### src/rtl/traffic_req_gen.sv
// Side-road request generator: synchronises and debounces the vehicle-loop sensor,
// counts arrivals and raises the controller request on queue length or wait timeout.
module traffic_req_gen #(
    parameter int DEB_CYCLES = 4,
    parameter int CNT_W      = 4,
    parameter int THRESH     = 3,
    parameter int WAIT_MAX   = 40
) (
    input  logic             clk,
    input  logic             rst,
    input  logic             sensor_raw,
    input  logic             serve,
    output logic             c,
    output logic [CNT_W-1:0] car_cnt,
    output logic             pending,
    output logic             sensor_db
);

    localparam int DEB_W = (DEB_CYCLES < 2) ? 1 : $clog2(DEB_CYCLES + 1);
    localparam int TMR_W = (WAIT_MAX < 2) ? 1 : $clog2(WAIT_MAX + 1);

    localparam logic [DEB_W-1:0] DEB_LAST = DEB_W'(DEB_CYCLES - 1);
    localparam logic [CNT_W-1:0] CNT_MAX  = {CNT_W{1'b1}};
    localparam logic [CNT_W-1:0] THRESH_C = CNT_W'(THRESH);
    localparam logic [TMR_W-1:0] TMR_MAX  = TMR_W'(WAIT_MAX);

    typedef enum logic [1:0] {
        ST_IDLE,
        ST_WAIT,
        ST_REQ,
        ST_SERVED
    } state_t;

    state_t           state_q, state_d;
    logic             s1_q, s2_q;
    logic [DEB_W-1:0] deb_cnt_q, deb_cnt_d;
    logic             db_q, db_d;
    logic [CNT_W-1:0] car_cnt_q, car_cnt_d;
    logic [TMR_W-1:0] timer_q, timer_d;
    logic             arrival;

    // A mismatch that survives DEB_CYCLES consecutive edges is accepted; any match restarts the count.
    always_comb begin
        deb_cnt_d = '0;
        db_d      = db_q;
        arrival   = 1'b0;
        if (s2_q != db_q) begin
            if (deb_cnt_q == DEB_LAST) begin
                db_d    = s2_q;
                arrival = s2_q;
            end else begin
                deb_cnt_d = deb_cnt_q + DEB_W'(1);
            end
        end
    end

    always_comb begin
        car_cnt_d = car_cnt_q;
        if (serve) begin
            car_cnt_d = '0;
        end else if (arrival && (car_cnt_q != CNT_MAX)) begin
            car_cnt_d = car_cnt_q + CNT_W'(1);
        end
    end

    always_comb begin
        state_d = state_q;
        timer_d = timer_q;
        unique case (state_q)
            ST_IDLE: begin
                timer_d = '0;
                if (!serve && (car_cnt_q != '0)) begin
                    state_d = ST_WAIT;
                end
            end
            ST_WAIT: begin
                if (timer_q != TMR_MAX) begin
                    timer_d = timer_q + TMR_W'(1);
                end
                // Serve wins over a simultaneous threshold/timeout so c never pulses.
                if (serve) begin
                    state_d = ST_IDLE;
                end else if ((car_cnt_q >= THRESH_C) || (timer_q == TMR_MAX)) begin
                    state_d = ST_REQ;
                end
            end
            ST_REQ: begin
                if (serve) begin
                    state_d = ST_SERVED;
                end
            end
            ST_SERVED: begin
                timer_d = '0;
                if (!serve) begin
                    state_d = ST_IDLE;
                end
            end
            default: begin
                state_d = ST_IDLE;
                timer_d = '0;
            end
        endcase
    end

    always_ff @(posedge clk or posedge rst) begin
        if (rst) begin
            state_q   <= ST_IDLE;
            s1_q      <= 1'b0;
            s2_q      <= 1'b0;
            deb_cnt_q <= '0;
            db_q      <= 1'b0;
            car_cnt_q <= '0;
            timer_q   <= '0;
        end else begin
            state_q   <= state_d;
            s1_q      <= sensor_raw;
            s2_q      <= s1_q;
            deb_cnt_q <= deb_cnt_d;
            db_q      <= db_d;
            car_cnt_q <= car_cnt_d;
            timer_q   <= timer_d;
        end
    end

    assign c         = (state_q == ST_REQ);
    assign pending   = (state_q == ST_WAIT) || (state_q == ST_REQ);
    assign car_cnt   = car_cnt_q;
    assign sensor_db = db_q;

endmodule

### config.mk
export PLATFORM = sky130hd
export DESIGN_NAME = traffic_req_gen
export DESIGN_NICKNAME = d
export VERILOG_FILES = /design/src/rtl/traffic_req_gen.sv
export SDC_FILE = /design/constraint.sdc
export NUM_CORES = 1
export LEC_CHECK = 0
export CAP_MARGIN = 30
export CORE_MARGIN = 2
export CORE_UTILIZATION = 60
export DETAILED_ROUTE_END_ITERATION = 8
export DONT_BUFFER_PORTS = 1
export HOLD_SLACK_MARGIN = 0.15
export PLACE_DENSITY = 0.78
export SYNTH_ARGS = -nofsm -noshare
export SYNTH_HDL_FRONTEND = slang
export SYNTH_SLANG_ARGS = --single-unit
### constraint.sdc
create_clock -name clk -period 1.9 [get_ports clk]
set_clock_uncertainty 0.1 [all_clocks]
set_input_delay 0.38 -clock clk [delete_from_list [all_inputs] [get_ports clk]]
set_output_delay 0.38 -clock clk [all_outputs]
set_load 0.1 [all_outputs]
== Yosys cells after proc, flatten, opt, wreduce, memory -nomap -nowiden ==
Index checks and enable logic that the tools add are counted.
Operators by class
  add/sub/neg operators: 3
  order comparisons: 1
  equal/unequal tests: 13
  mux-type cells: 14
  reductions and logical operators: 13
Operators with widths (count)
  $pmux W6 S2: 1
  $mux W2: 5
  $mux W4: 2
  $pmux W2 S4: 1
  $add A6 B1 Y6 const B: 1
  $eq A6 B6 Y1 const B: 1
  $mux W3: 2
  $mux W6: 1
  $ne A2 B2 Y1 const B: 3
  $ne A6 B6 Y1 const B: 1
  $add A4 B1 Y4 const B: 1
  $eq A2 B2 Y1 const B: 2
  $ge A4 B2 Y1 const B: 1
  $ne A4 B4 Y1 const B: 1
  $reduce_and A2 Y1: 2
  $reduce_and A4 Y1: 1
  $reduce_bool A2 Y1: 2
  $reduce_bool A4 Y1: 1
  $add A3 B1 Y3 const B: 1
  $eq A3 B2 Y1 const B: 1
  $ne A3 B3 Y1 const B: 1
  $eq A2 B1 Y1 const B: 1
  $logic_and A1 B1 Y1: 2
  $logic_not A2 Y1: 1
  other kinds (6): 8
Word-level totals
  register bits after elaboration: 18
  output and inout bits: 7

== Longest topological paths before layout ==
Gate-level depths: netlist of the first run.
  depth after elaboration: 6
  gate-level depth with buffers: 6
  depth with buffers taken out: 6

== Worst setup path before layout of the first run ==
Ideal clock, no wire load.
  path type: flip-flop to flip-flop
  from: register state_q[0]
  to: register timer_q[0]
  arrival time: 2.144 ns
  data required time: 1.716 ns
  setup slack: -0.428 ns
  stages on the path, launching flop included: 6
  path through: dfrtp_1 > inv_1 > ha_1 > inv_1 > or4_1 > o21ai_0
On the way
  cells in the longest elaborated chain, start to end: 4
Ends and longest elaborated chain
  start, declared: RTL line 34  | state_t state_q, state_d;
  start signal, assigned: RTL line 115  | state_q <= state_d;
  $eq A2 B2 Y1 or $logic_not A2 Y1 (tied branches): RTL line 69  | unique case (state_q)
  $reduce_or A2 Y1 (no source line)
  $reduce_bool A2 Y1 (no source line)
  $reduce_and A2 Y1 (no source line)
  end signal, assigned: RTL line 121  | timer_q <= timer_d;
  end, declared: RTL line 39  | logic [TMR_W-1:0] timer_q, timer_d;
Several ways; a longest one is shown, not always the timed one.
A chain may end at the register's enable or synchronous reset.

== Worst setup path after layout of the first run ==
  from: register state_q[0]
  to: output pending
On the way
  cells in the longest elaborated chain, start to end: 2
Ends and longest elaborated chain
  $eq A2 B1 Y1 or $eq A2 B2 Y1 (tied branches): RTL line 126  | assign pending = (state_q == ST_WAIT) || (state_q == ST_REQ);
  $logic_or A1 B1 Y1 (*): RTL line 126
  end, declared: RTL line 15  | output logic pending,
Mark *: on every way between the ends. The rest lies on a longest branch, timed or not.

==> flow_metrics.env, run 1 <==
export IMPL_yosysSeqAreaShare_pct=46.5
export IMPL_worstRegToRegCells=7
export IMPL_cp_top_family="flip-flops"
export IMPL_grt_overflow_total=0
export IMPL_firstDrtPassIters=4
export IMPL_outcome="finished, final reports clean"
export IMPL_whs_ns=0.153
export IMPL_worst_path_buf_inv=2
export IMPL_cp_max_fo=6
export IMPL_drt_iter0_drc=19
export IMPL_vias=740
export IMPL_drcViolationCount=0
export IMPL_drtAntennaViolNets=0
export IMPL_use_met2_pct=38.2
export IMPL_netlist_area_leader_share_pct=46.5
export IMPL_hold_path_depth=2
export IMPL_fmax_mhz=538
export IMPL_slew_headroom_pct=55.7
export IMPL_total_power_uw=1690
export IMPL_period_share_pct=97.9
export IMPL_syn_inst=93
export IMPL_track_usage_pct=23.0
export IMPL_drive_above_1_share_pct=20.6
export IMPL_rows=14
export IMPL_wire_per_inst_um=15.6
export IMPL_crit_path_start="state_q[0]"
export IMPL_slew_viol_final=0
export IMPL_area_delta_synth_final_pct=18.5
export IMPL_crit_arrival_ns=1.38
export IMPL_fp_dieW_um=44.2
export IMPL_crit_chain="inv_1 > ha_4 > buf_8"
export IMPL_fp_dieArea_um2=1950
export IMPL_grt_util_met3_pct=4.49
export IMPL_endpoint_kind="output pin"
export IMPL_cts_sink_count=18
export IMPL_ys_ff_latch=18
export IMPL_die_y_um=44.2
export IMPL_setup_violations=0
export IMPL_postCtsSetupBuffers=0
export IMPL_grt_pass1_vias=790
export IMPL_use_met1_pct=27.1
export IMPL_htreeDepth=1
export IMPL_top_usage_layer="met2"
export IMPL_place_congestion=0.787
export IMPL_io_buffers=0
export IMPL_grt_max_degree=19
export IMPL_hpwlAfterDp_um=1270
export IMPL_ys_warn_count=0
export IMPL_r2r_slack_ns=0.14
export IMPL_ios=11
export IMPL_synthesis_nets=106
export IMPL_min_period_ns=1.86
export IMPL_vias_per_cell=6.02
export IMPL_core_area_um2=1510
export IMPL_cp_num_cells=3
export IMPL_synthTopCellsByArea="dfrtp_1 (47%), ha_1 (12%), inv_1 (3.9%)"
export IMPL_hp_class="in -> reg"
export IMPL_hold_violations=0
export IMPL_cpPeakStageDelay_ns=0.43
export IMPL_avgSynthCellArea_um2=10.4
export IMPL_root_buffer="clkbuf_4"
export IMPL_cp_slowest_cell="dfrtp_1"
export IMPL_max_cap_viol_count=0
export IMPL_irDropWorstVdd_uv=1420
export IMPL_power_density_nw_per_um2=1470
export IMPL_nets=121
export IMPL_hp_start="serve"
export IMPL_netlist_area_um2=968
export IMPL_finalWirelength_um=1910
export IMPL_ys_types=30
export IMPL_antenna_found_initial=0
export IMPL_cts_buffers=3
export IMPL_initial_utilization_pct=64.3
export IMPL_clk_pin_slew_ns=0.11
export IMPL_cts_path_max_buffers=2
export IMPL_grt_pass1_wl_um=3250
export IMPL_yosysTopAreaCell="dfrtp_1"
export IMPL_critPathKind="reg -> out"
export IMPL_startpoint_type="flip-flop"
export IMPL_cts_tree="yes"
export IMPL_tightestPinTransition_ns=0.664
export IMPL_clk_latency_ns=0.30
export IMPL_leakage_uw=0.000529
export IMPL_cp_required_ns=1.42
export IMPL_antenna_cells=0
==> cells in the final DEF, fill, tap and decap left out, drive strengths merged <==
cell	count
a2111o	1
a211oi	1
a21o	2
a21oi	3
a31oi	1
and3	1
and4	1
and4bb	1
buf	8
clkbuf	4
dfrtp	18
dlygate4sd3	3
ha	9
inv	10
mux2	1
mux2i	2
nand2	4
nand2b	2
nand3	4
nand4	2
nand4bb	1
nor2	6
nor2b	2
nor3	2
nor3b	3
o211a	1
o21ai	6
o32a	1
o41ai	1
or4	1
xnor2	2
xor2	3
==> Yosys cell counts (all sizes together) <==
cell     number
a2111o        1
a211oi        1
a21o          2
a21oi         3
a31oi         1
and3          1
and4          1
and4bb        1
clkbuf        1
dfrtp        18
ha            9
inv          10
mux2          1
mux2i         2
nand2         4
nand2b        2
nand3         4
nand4         2
nand4bb       1
nor2          6
nor2b         2
nor3          2
nor3b         3
o211a         1
o21ai         6
o32a          1
o41ai         1
or4           1
xnor2         2
xor2          3
==> sequential cells by signal (all words and copies together) (netlist names), named ones only <==
register	count
sensor_db	1
s1_q	1
s2_q	1
state_q	1
deb_cnt_q	3
timer_q	6
car_cnt	4
==> per-stage QoR <==
step / worst slack (ns) / setup TNS, ns / cells / area, um^2 / util [%]
finish: 0.0407 / 0 / 123 / 1150 / 76.2
global route: -0.0163 / -0.0163 / 123 / 1150 / 76.2
CTS: 0.0490 / 0 / 123 / 1140 / 75.5
detailed placement: 0.143 / 0 / 116 / 1070 / 70.8
global placement: 0.164 / 0 / 116 / 1070 / 70.8
floorplan: 0.0429 / 0 / 93 / 991 / -
==> layout make-up <==
type / instances / area (um^2)
inverters: 10 / 37.5
flip-flops and latches: 18 / 458
clock buffers: 4 / 36.3
fillers: 105 / 359
well taps: 16 / 20.0
repair buffers: 11 / 101
multi-input cells: 64 / 494
==> path summary, 6_finish.rpt <==
path | to
setup / recovery | pending
hold / removal | flip-flop
setup reg to reg | timer_q[0]
hold reg to reg | s2_q
max in group asynchronous | car_cnt[0]
min in group asynchronous | timer_q[1]
==> layer usage <==
metal	share of wire (%)	up-vias	wire length, um
met4	2.1	0	40
met1	43	355	822
met2	50	22	964
li1	-	357	-
met5	0	-	0
met3	4.5	6	87
==> cells by family (layout without fill, tap and decap cells) <==
kind of cell | count (synthesis) | count (layout) | synth area share [%]
and+or+nand+nor | 30 | 30 | 18.0
DFF | 18 | 18 | 46.5
AOI/OAI and AO/OA | 17 | 17 | 11.9
buffers and inverters | 11 | 25 | 4.26
adders and majority gates | 9 | 9 | 11.6
xor gates and xnor gates | 5 | 5 | 4.52
muxes | 3 | 3 | 3.23
==> timing repair <==
item | in CTS | in global routing
resized for setup | 1 | 3
endpoints found under the setup margin | 1 | 4
hold buffers | 3 | 0
hold endpoints to repair | 23 | 0
==> report_power, final <==
group | switching [uW] | total (uW) | internal (uW)
registers | 57.9 | 514 | 456
clock network | 126 | 243 | 117
logic | 605 | 931 | 326
Note: power is estimated with default switching activity, not from simulation.
==> run 2, diff against run 1 <==
- CORE_ASPECT_RATIO: default -> 0.9
==> flow_metrics.env, run 2 (same netlist as run 1, synthesis figures left out) <==
export IMPL_setup_violations=0
export IMPL_clk_latency_ns=0.30
export IMPL_fmax_mhz=543
export IMPL_max_cap_viol_count=0
export IMPL_fp_dieArea_um2=1950
export IMPL_cp_max_fo=6
export IMPL_dp_slack_ns=0.128
export IMPL_tightestPinTransition_ns=0.312
export IMPL_nFillCells=85
export IMPL_swShare_pct=46.3
export IMPL_worstRegToRegCells=5
export IMPL_p_int_uw=910
export IMPL_firstDrtPassIters=5
export IMPL_root_buffer="clkbuf_4"
export IMPL_leakage_uw=0.000540
export IMPL_nets=123
export IMPL_slew_headroom_pct=79.2
export IMPL_endpoint_kind="output pin"
export IMPL_drt_iter0_drc=13
export IMPL_final_common_cell="dfrtp_1"
export IMPL_fin_ws_ns=0.0587
export IMPL_cts_path_max_buffers=2
export IMPL_cp_required_ns=1.42
export IMPL_slew_viol_final=0
export IMPL_seq_power_share_pct=29.8
export IMPL_tns_ns=0
export IMPL_dpl_instance_area_um2=1080
export IMPL_io_buffers=0
export IMPL_grt_max_degree=19
export IMPL_grt_pass1_wl_um=2950
export IMPL_drtAntennaViolNets=0
export IMPL_drive_above_1_share_pct=22.0
export IMPL_min_to="s2_q"
export IMPL_power_density_nw_per_um2=1450
export IMPL_startpoint_type="flip-flop"
export IMPL_antenna_found_initial=0
export IMPL_min_period_ns=1.84
export IMPL_hold_path_depth=0
export IMPL_place_congestion=0.848
export IMPL_fp_dieW_um=46.4
export IMPL_grt_overflow_total=0
export IMPL_cts_sink_count=18
export IMPL_ios=11
export IMPL_vias_per_cell=5.61
export IMPL_wire_per_inst_um=13.7
export IMPL_final_area_um2=1170
export IMPL_hp_start="s1_q"
export IMPL_critPathKind="reg -> out"
export IMPL_drcViolationCount=0
export IMPL_antenna_cells=0
export IMPL_crit_arrival_ns=1.36
export IMPL_cts_buffers=3
export IMPL_hp_class="reg -> reg"
export IMPL_track_usage_pct=21.2
export IMPL_finalWirelength_um=1800
export IMPL_r2r_slack_ns=0.13
export IMPL_outcome="finished, final reports clean"
export IMPL_regMostFlops="timer_q"
export IMPL_largest_register_ffs=6
export IMPL_reg2reg_to="timer_q[0]"
export IMPL_clkPwrFrac_pct=13.9
export IMPL_period_share_pct=96.9
export IMPL_cts_tree="yes"
export IMPL_rows=13
export IMPL_vias=735
export IMPL_switching_power_uw=786
export IMPL_core_area_um2=1480
export IMPL_irDropWorstVdd_uv=975
export IMPL_area_delta_synth_final_pct=21.1
export IMPL_clk_pin_slew_ns=0.11
export IMPL_initial_utilization_pct=65.4
export IMPL_hold_violations=0
export IMPL_htreeDepth=1
export IMPL_hpwlAfterDp_um=1300
export IMPL_combPwrFrac_pct=56.3
export IMPL_most_common_layout_cells="dfrtp_1 (14), inv_1 (10), buf_4 (8)"
export IMPL_grt_pass1_vias=693
export IMPL_die_y_um=42.1
## run 2: layout make-up
| type | count | area (um^2) | share of cell area, % |
|---|---|---|---|
| Tap cell | 22 | 27.5 | 2.35 |
| Inverter | 10 | 37.5 | 3.20 |
| Sequential cell | 18 | 458 | 39.1 |
| Timing Repair Buffer | 13 | 116 | 9.93 |
| Clock buffer | 4 | 36.3 | 3.09 |
| Multi-Input combinational cell | 64 | 497 | 42.4 |
## run 2: worst max-delay path: stages (launching register included)
cell and delay [ns]:
dfrtp_1 0.41, inv_1 0.12, ha_4 0.33, buf_8 0.20
## run 2: worst max-delay path by stage
stage	endpoint	startpoint
after floorplan	flip-flop	car_cnt[1]
after global placement	timer_q[2]	flip-flop
after global routing	pending	state_q[0]
after detailed placement	timer_q[2]	flip-flop
after CTS	pending	state_q[0]
final	pending	state_q[0]
## run 2: routing by layer
layer	GRT usage, %	routed length [um]	vias to the layer above
met4	7.43	27	0
li1	-	-	358
met2	32.2	828	14
met3	6.90	77	5
met1	27.8	864	358
met5	0	0	-
## run 2: through the flow
stage                     util (%)  hold WS [ns]  cells  power [uW]
after floorplan                  -         0.218     93        1250
after global placement        73.1         0.199    123        1360
after detailed placement      73.1         0.200    123        1400
after CTS                     77.9         0.261    130        1660
after global routing          79.2         0.271    131        1810
final                         79.2         0.255    131        1700
## run 2: repair_timing
| action | 4_1_cts | 5_1_grt |
|---|---|---|
| buffers inserted | 0 | 1 |
| cloned | 0 | 0 |
| hold endpoints to repair | 24 | 0 |
| endpoints found under the setup margin | 1 | 6 |
| hold buffers | 3 | 0 |
| gates resized for setup | 1 | 3 |
## run 2: power groups by stage
stage / combinational [uW] / sequential [uW] / clock [uW]
2_1_floorplan: 652 / 599 / 0
5_1_grt: 1030 / 514 / 261
3_3_place_gp: 852 / 510 / 0
3_5_place_dp: 885 / 515 / 0
6_report: 954 / 506 / 236
4_1_cts: 914 / 506 / 243
